[src/rtl/tour_resp_queue.sv]
// Response generator and byte queue between the tour sequencer and the UART transmitter.
// One response byte is queued per completed move, and the bytes are drained to the UART one at a time.
module tour_resp_queue #(
  parameter int          NUM_MOVES = 24,
  parameter int          DEPTH     = 4,
  parameter logic [7:0]  RESP_MID  = 8'h5A,
  parameter logic [7:0]  RESP_LAST = 8'hA5,
  localparam int         CW        = $clog2(NUM_MOVES + 1),
  localparam int         QW        = $clog2(DEPTH + 1)
) (
  input  logic          clk_i,
  input  logic          rst_ni,
  input  logic          tour_start_i,
  input  logic          move_done_i,
  input  logic          abort_i,
  input  logic          tx_done_i,
  output logic          trmt_o,
  output logic [7:0]    tx_data_o,
  output logic [CW-1:0] mv_cnt_o,
  output logic          tour_busy_o,
  output logic [QW-1:0] q_cnt_o,
  output logic          ovfl_o
);

  localparam int PW = $clog2(DEPTH);
  localparam logic [CW-1:0] LAST_IDX  = CW'(NUM_MOVES - 1);
  localparam logic [CW-1:0] MOVES_MAX = CW'(NUM_MOVES);
  localparam logic [QW-1:0] Q_FULL    = QW'(DEPTH);

  typedef enum logic {T_IDLE, T_ACTIVE} tour_state_e;
  typedef enum logic {TX_IDLE, TX_WAIT} tx_state_e;

  tour_state_e   tour_state_q, tour_state_d;
  tx_state_e     tx_state_q, tx_state_d;
  logic [CW-1:0] mv_cnt_q, mv_cnt_d;
  logic          ovfl_q, ovfl_d;
  logic [PW-1:0] wr_ptr_q, wr_ptr_d;
  logic [PW-1:0] rd_ptr_q, rd_ptr_d;
  logic [QW-1:0] q_cnt_q, q_cnt_d;
  logic [7:0]    tx_data_q, tx_data_d;
  logic          trmt_q;
  logic [7:0]    mem_q [DEPTH];

  logic          push, pop, flush, do_push, q_full, q_empty;
  logic [7:0]    push_data;

  assign q_full  = (q_cnt_q == Q_FULL);
  assign q_empty = (q_cnt_q == '0);

  // Tour sequencing: abort beats a (re)start, which beats a move completion.
  always_comb begin
    tour_state_d = tour_state_q;
    mv_cnt_d     = mv_cnt_q;
    push         = 1'b0;
    push_data    = RESP_MID;
    flush        = 1'b0;
    if (abort_i) begin
      tour_state_d = T_IDLE;
      mv_cnt_d     = '0;
      flush        = 1'b1;
    end else if (tour_start_i) begin
      tour_state_d = T_ACTIVE;
      mv_cnt_d     = '0;
    end else if (move_done_i && (tour_state_q == T_ACTIVE)) begin
      push = 1'b1;
      if (mv_cnt_q == LAST_IDX) begin
        push_data    = RESP_LAST;
        tour_state_d = T_IDLE;
      end
      if (mv_cnt_q != MOVES_MAX) begin
        mv_cnt_d = mv_cnt_q + CW'(1);
      end
    end
  end

  always_comb begin
    tx_state_d = tx_state_q;
    pop        = 1'b0;
    unique case (tx_state_q)
      TX_IDLE: begin
        if (!q_empty && !abort_i) begin
          pop        = 1'b1;
          tx_state_d = TX_WAIT;
        end
      end
      TX_WAIT: begin
        if (tx_done_i) begin
          tx_state_d = TX_IDLE;
        end
      end
      default: tx_state_d = TX_IDLE;
    endcase
  end

  // A push onto a full queue only survives if the head leaves in the same cycle.
  always_comb begin
    do_push   = push && (!q_full || pop);
    wr_ptr_d  = wr_ptr_q;
    rd_ptr_d  = rd_ptr_q;
    q_cnt_d   = q_cnt_q;
    tx_data_d = tx_data_q;
    ovfl_d    = ovfl_q;
    if (!abort_i && tour_start_i) begin
      ovfl_d = 1'b0;
    end else if (push && !do_push) begin
      ovfl_d = 1'b1;
    end
    if (flush) begin
      wr_ptr_d = '0;
      rd_ptr_d = '0;
      q_cnt_d  = '0;
    end else begin
      if (do_push) begin
        wr_ptr_d = wr_ptr_q + PW'(1);
      end
      if (pop) begin
        rd_ptr_d  = rd_ptr_q + PW'(1);
        tx_data_d = mem_q[rd_ptr_q];
      end
      q_cnt_d = q_cnt_q + QW'(do_push) - QW'(pop);
    end
  end

  always_ff @(posedge clk_i) begin
    if (do_push && !flush) begin
      mem_q[wr_ptr_q] <= push_data;
    end
  end

  always_ff @(posedge clk_i or negedge rst_ni) begin
    if (!rst_ni) begin
      tour_state_q <= T_IDLE;
      tx_state_q   <= TX_IDLE;
      mv_cnt_q     <= '0;
      ovfl_q       <= 1'b0;
      wr_ptr_q     <= '0;
      rd_ptr_q     <= '0;
      q_cnt_q      <= '0;
      tx_data_q    <= 8'h00;
      trmt_q       <= 1'b0;
    end else begin
      tour_state_q <= tour_state_d;
      tx_state_q   <= tx_state_d;
      mv_cnt_q     <= mv_cnt_d;
      ovfl_q       <= ovfl_d;
      wr_ptr_q     <= wr_ptr_d;
      rd_ptr_q     <= rd_ptr_d;
      q_cnt_q      <= q_cnt_d;
      tx_data_q    <= tx_data_d;
      trmt_q       <= pop;
    end
  end

  assign trmt_o      = trmt_q;
  assign tx_data_o   = tx_data_q;
  assign mv_cnt_o    = mv_cnt_q;
  assign tour_busy_o = (tour_state_q == T_ACTIVE);
  assign q_cnt_o     = q_cnt_q;
  assign ovfl_o      = ovfl_q;

endmodule

[config.mk]
export PLATFORM = sky130hd
export DESIGN_NAME = tour_resp_queue
export DESIGN_NICKNAME = d
export VERILOG_FILES = /design/src/rtl/tour_resp_queue.sv
export SDC_FILE = /design/constraint.sdc
export NUM_CORES = 1
export LEC_CHECK = 0
export CORE_AREA = 2 2 71 73
export CTS_CLUSTER_DIAMETER = 120
export CTS_CLUSTER_SIZE = 30
export DETAILED_ROUTE_END_ITERATION = 6
export DIE_AREA = 0 0 73 75
export GPL_TIMING_DRIVEN = 0
export PLACE_DENSITY = 0.56
export RECOVER_POWER = 50
export SKIP_LAST_GASP = 1
export SYNTH_ARGS = -nofsm -noshare
export SYNTH_HDL_FRONTEND = slang
export SYNTH_SLANG_ARGS = --single-unit
[constraint.sdc]
create_clock -name clk_i -period 2.9 [get_ports clk_i]
set_input_delay 0.58 -clock clk_i [delete_from_list [all_inputs] [get_ports clk_i]]
set_output_delay 0.58 -clock clk_i [all_outputs]
set_load 0.03 [all_outputs]
==> results of run 1 <==
## Yosys cell counts, types with 2 or more instances
| library cell | number |
|---|---|
| a21oi_1 | 7 |
| and3_1 | 4 |
| buf_4 | 6 |
| clkbuf_1 | 2 |
| dfrtp_1 | 18 |
| edfxtp_1 | 8 |
| ha_1 | 7 |
| inv_1 | 11 |
| mux2_4 | 2 |
| mux4_2 | 2 |
| nand2_1 | 4 |
| nand3_1 | 4 |
| nand4bb_1 | 2 |
| nor2_1 | 4 |
| nor3_1 | 3 |
| o211ai_1 | 2 |
| o21ai_0 | 8 |
| o31ai_1 | 2 |
| or3_1 | 5 |
## per-stage QoR
| stage | setup slack (ns) | power, W | instances | hold slack [ns] |
|---|---|---|---|---|
| 3_5_place_dp | -0.0270 | 0.00107 | 196 | 0.544 |
| 4_1_cts | 0.262 | 0.00128 | 200 | 0.567 |
| 6_report | 0.237 | 0.00123 | 200 | 0.551 |
| 5_1_grt | 0.0711 | 0.00131 | 200 | 0.587 |
| 3_3_place_gp | 0.0143 | 0.00106 | 196 | 0.534 |
| 2_1_floorplan | 0.528 | 0.000863 | 118 | 0.284 |
## worst paths after layout
kind	endpoint	start	slack (ns)
max reg2reg	q_cnt_o[2]	q_cnt_o[1]	0.32
max in group asynchronous	rd_ptr_q[0]	rst_ni	1.45
min in group asynchronous	mv_cnt_o[3]	rst_ni	0.89
min	rd_ptr_q[1]	rd_ptr_q[1]	0.55
max	q_cnt_o[2]	abort_i	0.24
min reg2reg	rd_ptr_q[1]	rd_ptr_q[1]	0.55
## placed cells by master, fill, tap and decap left out, drive strengths merged, types with 2 or more instances in the layout
cell and n:
dlygate4sd3 4, nand4bb 2, mux2 2, o31ai 2, a21oi 7, buf 6, o211ai 2, mux4 2
nor3 3, nand3 4, edfxtp 8, ha 7, nand2 4, clkbuf 7, or3 5, and3 4
inv 11, o21ai 8, dfrtp 18, clkdlybuf4s50 20, nor2 4
## cell families after synthesis
family,after synthesis
XOR/XNOR,1
adder cells (fa/ha/maj),8
buffers and inverters,21
flip-flops,26
AND/OR/NAND/NOR,35
AO/OA/AOI/OAI,22
multiplexers,5
## where the power goes
group          internal [W]  total (W)  switching, W
Sequential         0.000426   0.000486     0.0000602
Combinational      0.000257   0.000537      0.000280
Clock             0.0000949   0.000208      0.000113
Total              0.000778    0.00123      0.000453
## state kept, by name, indices dropped and copies added (netlist names)
| register | count |
|---|---|
| q_cnt_o | 3 |
| tx_data_o | 2 |
| mv_cnt_o | 5 |
| trmt_o | 1 |
| rd_ptr_q | 2 |
| ovfl_o | 1 |
| wr_ptr_q | 2 |
| tx_state_q | 1 |
| mem_q | 8 |
| tour_busy_o | 1 |
## routing by layer
metal	up-vias	global-route usage, %
met5	-	0
met4	0	3.09
met3	4	3.75
met2	32	17.8
met1	474	13.4
li1	477	-
## layout make-up
cell class | count | share of cell area [%]
Timing Repair Buffer | 24 | 14.2
Clock buffer | 3 | 2.44
Sequential cell | 26 | 40.9
Buffer | 10 | 3.63
Multi-Input combinational cell | 71 | 32.1
Inverter | 11 | 2.44
Tap cell | 54 | 4.00
Clock inverter | 1 | 0.222
## worst reg2reg max path, cell delays in order, from the launching register on
cell and delay [ns]:
dfrtp_1 0.46, nor3_1 0.32, or3_1 0.15, clkbuf_1 0.31, mux2i_1 0.23, ha_1 0.16, inv_1 0.04, fa_1 0.37
xor2_1 0.16, and2_1 0.16, nor3_1 0.13
==> qor.txt, run 1 <==
Largest family of logic cells by synthesized area: simple AND/OR/NAND/NOR gates
CP Data Required Time: 3.09 ns
Seq/Total Area, Yosys: 51.1%
Mapped Cells: 118
Yosys top cell by area: dfrtp_1
CTS Buffer Depth: 2
Register clock-pin slew on the reported worst setup and hold paths: 0.09 ns
Overall Global Routing Usage: 10.8%
Via count: 987
Synth Area in Adders: 7.96%
Max frequency: 375 MHz
PwrDens: 729 nW/um^2
Hold-fix buffers, CTS: 0
Synth cell types: 36
Worst path bufs/invs: 3
CP peak stage delay: 0.48 ns
Die W: 73 um
Final count of pins violating max slew: 0
Synth Area in Compound Gates: 9.72%
Synth-to-Final Area Change: 25.0%
Worst-Skew Late Latency: 0.27 ns
Layout cell share with drive strength beyond 1: 8.90%
Final min period: 2.66 ns
Maximum fanout along the worst path: 8
Syn Area/Cell: 11.5 um^2
Metal-1 WL: 1270 um
Port bufs: 24
First-pass GRT wire length: 4560 um
Largest net degree at the start of global routing: 19
Crit-path cells: clkdlybuf4s50_1 -> or3_1 -> clkbuf_1 -> mux2i_1 -> ha_1 -> inv_1 -> fa_1 -> xor2_1 -> and2_1 -> nor3_1
Post-CTS Resized: 0
Post-CTS Setup Bufs: 0
Top Metal Used: met4
Met2 wire length: 1210 um
Routed WL: 2640 um
Placed instance area: 1660 um^2
Total length of routed met3 wires: 141 um
Vias in the first global route: 1000
Effective utilization at floorplan: 29.0%
Max_cap viols: 0
Status: finished, final reports clean
FF+latch area: 691 um^2
Fin nets: 161
Routed Antenna Nets: 0
CTS Root Cell: clkbuf_8
DIE HEIGHT: 75 um
Grt total ovfl: 0
Synth Area in Simple Gates: 16.1%
DR pass1 iterations: 4
DR iter-0 viols: 15
Clk sink count: 26
Xor/xnor share of the synthesized area: 0.648%
Sum Neg Setup Slack: 0 ns
Final Skew: 0.00318 ns
Post-layout util: 36.2%
Worst Hold Path Cells: 1
Final hold vios: 0
Via density: 4.94
Yosys warning count: 0
DIE AREA: 5480 um^2
Gpl congestion: 0.791
Num CTS Buffers: 3
CTS H-Tree Depth: 1
Final period util: 91.8%
Multiplexer share of the synthesized area: 6.30%
Ports: 25
Dpl hpwl: 2010 um
Design area: 1690 um^2
# setup viols final: 0
Kind of end point of the critical path: flip-flop
Path depth of the worst reg2reg path: 10
Post-synthesis register bit count: 26
Hold Crit Class: reg -> reg
Slowest library cell on the worst path: clkdlybuf4s50_1
DRC violations left: 0
Crit path kind: in -> reg
Post-synth top area share: 33.3%
Slew @ Worst Pin: 0.923 ns
Number of synthesized flops with an enable pin: 8
Peak supply drop: 0.000307 V
Multi-input gate area: 543 um^2
Fill cells: 456
Initial antenna violation count: 0
Core Footprint: 4660 um^2
CTS tree: built
Slew HR: 38.3%
CP arrival: 2.85 ns
Net count after synthesis: 132
Critical path depth in cells: 10
Std cell rows: 25
Synthesized area: 1350 um^2
Main synth FF type: dfrtp_1
Worst Setup Start Kind: input port
Largest cells by area after synthesis: dfrtp_1 (33%), edfxtp_1 (18%), ha_1 (6.5%)
RSZ-0062 raised after global routing: no
Post-synth ARST share: 69.2%
Drt wl/cell: 13.2 um
Leak pwr: 0.698 nW
# diodes: 0
Crit-path leading delay family: buffers and inverters
No activity file was read; power rests on OpenSTA's default activity.
==> run 2: changes to the inputs <==
- CORE_AREA: 2 2 71 73 -> 2 2 55 57
- DIE_AREA: 0 0 73 75 -> 0 0 57 59
- PLACE_DENSITY: 0.56 -> 0.83
==> qor.txt, run 2 (synthesis gave the netlist of run 1 again) <==
Status: finished, final reports clean
Synth-to-Final Area Change: 24.0%
Overall Global Routing Usage: 15.8% (+5.1 points)
Die W: 57 um (-22%)
CP arrival: 2.92 ns (+0.07 ns)
Crit-path cells: dlygate4sd3_1 -> nor4bb_1 -> clkbuf_2 -> nand2_1 -> mux2i_1 -> ha_1 -> inv_1 -> fa_1 -> xor2_1 -> and2_1 -> nor3_1
Routed Antenna Nets: 0 (unchanged)
Commonest non-fill, non-tap cell in the layout: clkdlybuf4s50_1
Hold WS: 0.560 ns (+0.00917 ns)
# diodes: 0 (unchanged)
Final period util: 92.3% (+0.46 points)
DR iter-0 viols: 27 (+12)
# setup viols final: 0 (unchanged)
Peak supply drop: 0.000522 V (+70%)
Final hold vios: 0 (unchanged)
CTS Buffer Depth: 2 (unchanged)
Slowest library cell on the worst path: dlygate4sd3_1
Kind of end point of the critical path: flip-flop
Slew @ Worst Pin: 0.838 ns (-0.0850 ns)
DIE AREA: 3360 um^2 (-39%)
Hold Crit Class: reg -> reg
Clk sink count: 26 (unchanged)
Total net switching power: 0.000451 W (-0.38%)
Crit-path leading delay family: buffers and inverters
Core Footprint: 2710 um^2 (-42%)
CTS Root Cell: clkbuf_4
DRC violations left: 0 (unchanged)
Via count: 977 (-1.0%)
Layout cell share with drive strength beyond 1: 10.3% (+1.4 points)
Sw frac: 35.1% (-1.7 points)
Clock Power Share: 18.9% (+2.0 points)
Ports: 25 (unchanged)
Gpl congestion: 0.817 (+3.4%)
CP peak stage delay: 0.57 ns (+0.09 ns)
Routed WL: 2400 um (-9.2%)
Worst Setup Start Kind: input port
Worst path bufs/invs: 3 (unchanged)
Dpl cells: 173 (-12%)
Internal power: 0.000834 W (+7.2%)
Leak pwr: 0.701 nW (+0.49%)
Post-CTS Setup Bufs: 0 (unchanged)
Most frequent cells in the layout: clkdlybuf4s50_1 (22), dfrtp_1 (18), inv_1 (11)
Register clock-pin slew on the reported worst setup and hold paths: 0.15 ns (+0.06 ns)
Max frequency: 374 MHz (-0.50%)
Reg with most FFs: mem_q
DIE HEIGHT: 59 um (-21%)
PwrDens: 767 nW/um^2 (+5.2%)
Max_cap viols: 0 (unchanged)
Final min period: 2.68 ns (+0.0133 ns)
Vias in the first global route: 974 (-2.6%)
First-pass GRT wire length: 4150 um (-8.9%)
Grt total ovfl: 0 (unchanged)
Largest net degree at the start of global routing: 19 (unchanged)
Dpl hpwl: 1860 um (-7.5%)
Crit path kind: in -> reg
Non-Filler Instances: 177 (-12%)
CTS tree: built
Maximum fanout along the worst path: 9 (+1)
Power share of the combinational group: 43.2% (-0.4 points)
Initial antenna violation count: 0 (unchanged)
Worst-Skew Late Latency: 0.32 ns (+0.05 ns)
DR pass1 iterations: 4 (unchanged)
CP Data Required Time: 3.14 ns (+0.05 ns)
Hold-fix buffers, CTS: 0 (unchanged)
Sequential power share: 37.9% (-1.6 points)
Fin nets: 161 (unchanged)
Drt wl/cell: 13.6 um (+2.6%)
Effective utilization at floorplan: 49.9% (+21 points)
CTS H-Tree Depth: 1 (unchanged)
Post-CTS Resized: 0 (unchanged)
RSZ-0062 raised after global routing: no
Final Skew: 0.0160 ns (+0.0128 ns)
Via density: 5.52 (+12%)
Largest register FFs: 8 (unchanged)
Final count of pins violating max slew: 0 (unchanged)
Port bufs: 24 (unchanged)
Std cell rows: 19 (-24%)
Slew HR: 44.0% (+5.7 points)
Num CTS Buffers: 3 (unchanged)
-- run 2: through the flow --
step	setup slack, ns	total power (W)	area (um^2)	setup TNS [ns]	utilization [%]
5_1_grt	0.0761	0.00135	1680	0	61.8
4_1_cts	0.236	0.00132	1680	0	62.1
3_3_place_gp	0.0488	0.00105	1630	0	60.2
2_1_floorplan	0.528	0.000863	1350	0	-
6_report	0.223	0.00129	1680	0	61.8
3_5_place_dp	-0.113	0.00108	1630	-0.113	60.2
-- run 2: layer usage --
metal  GRT usage [%]  vias up  routed length [um]
met5               0        -                   0
met4            5.65        0                  21
met1            20.2      476                1080
met3            1.97        2                  79
li1                -      475                   -
met2            27.9       24                1220
-- run 2: final timing paths --
path,start,to,slack (ns),cells after the start
worst max-delay path,move_done_i,q_cnt_o[2],0.22,11
worst min-delay path,rd_ptr_q[1],rd_ptr_q[1],0.56,1
worst max register to register,q_cnt_o[1],q_cnt_o[2],0.41,10
worst min register to register,rd_ptr_q[1],rd_ptr_q[1],0.56,1
max in group asynchronous,rst_ni,mv_cnt_o[1],1.59,1
min in group asynchronous,rst_ni,ovfl_o,0.79,1
-- run 2: area by class of cell --
cell class | count | area (um^2)
plain buffers | 10 | 68.8
clock buffers | 3 | 22.5
clock inverters | 1 | 30.0
fillers | 232 | 1030
inverters | 11 | 41.3
multi-input cells | 71 | 543
flip-flops and latches | 26 | 691
well taps | 31 | 38.8
repair buffers | 24 | 240
-- run 2: power by group through the flow --
stage | registers (W) | clock network [W] | logic (W)
after global routing | 0.000497 | 0.000265 | 0.000589
after global placement | 0.000490 | 0 | 0.000559
after detailed placement | 0.000497 | 0 | 0.000579
after CTS | 0.000489 | 0.000249 | 0.000580
after floorplan | 0.000556 | 0 | 0.000307
final | 0.000487 | 0.000243 | 0.000555
-- run 2: worst reg2reg max path: stages (launching register included) --
cell and delay (ns):
dfrtp_1 0.49, nor3_1 0.34, or3_1 0.17, buf_6 0.13, mux2i_1 0.21, ha_1 0.18
inv_1 0.05, fa_1 0.37, xor2_1 0.16, and2_1 0.16, nor3_1 0.16
==> run 3: changes to the inputs <==
- TNS_END_PERCENT: not set -> 20
==> results of run 3 <==
Final layout, timing and power as in run 2 (identical DEF).
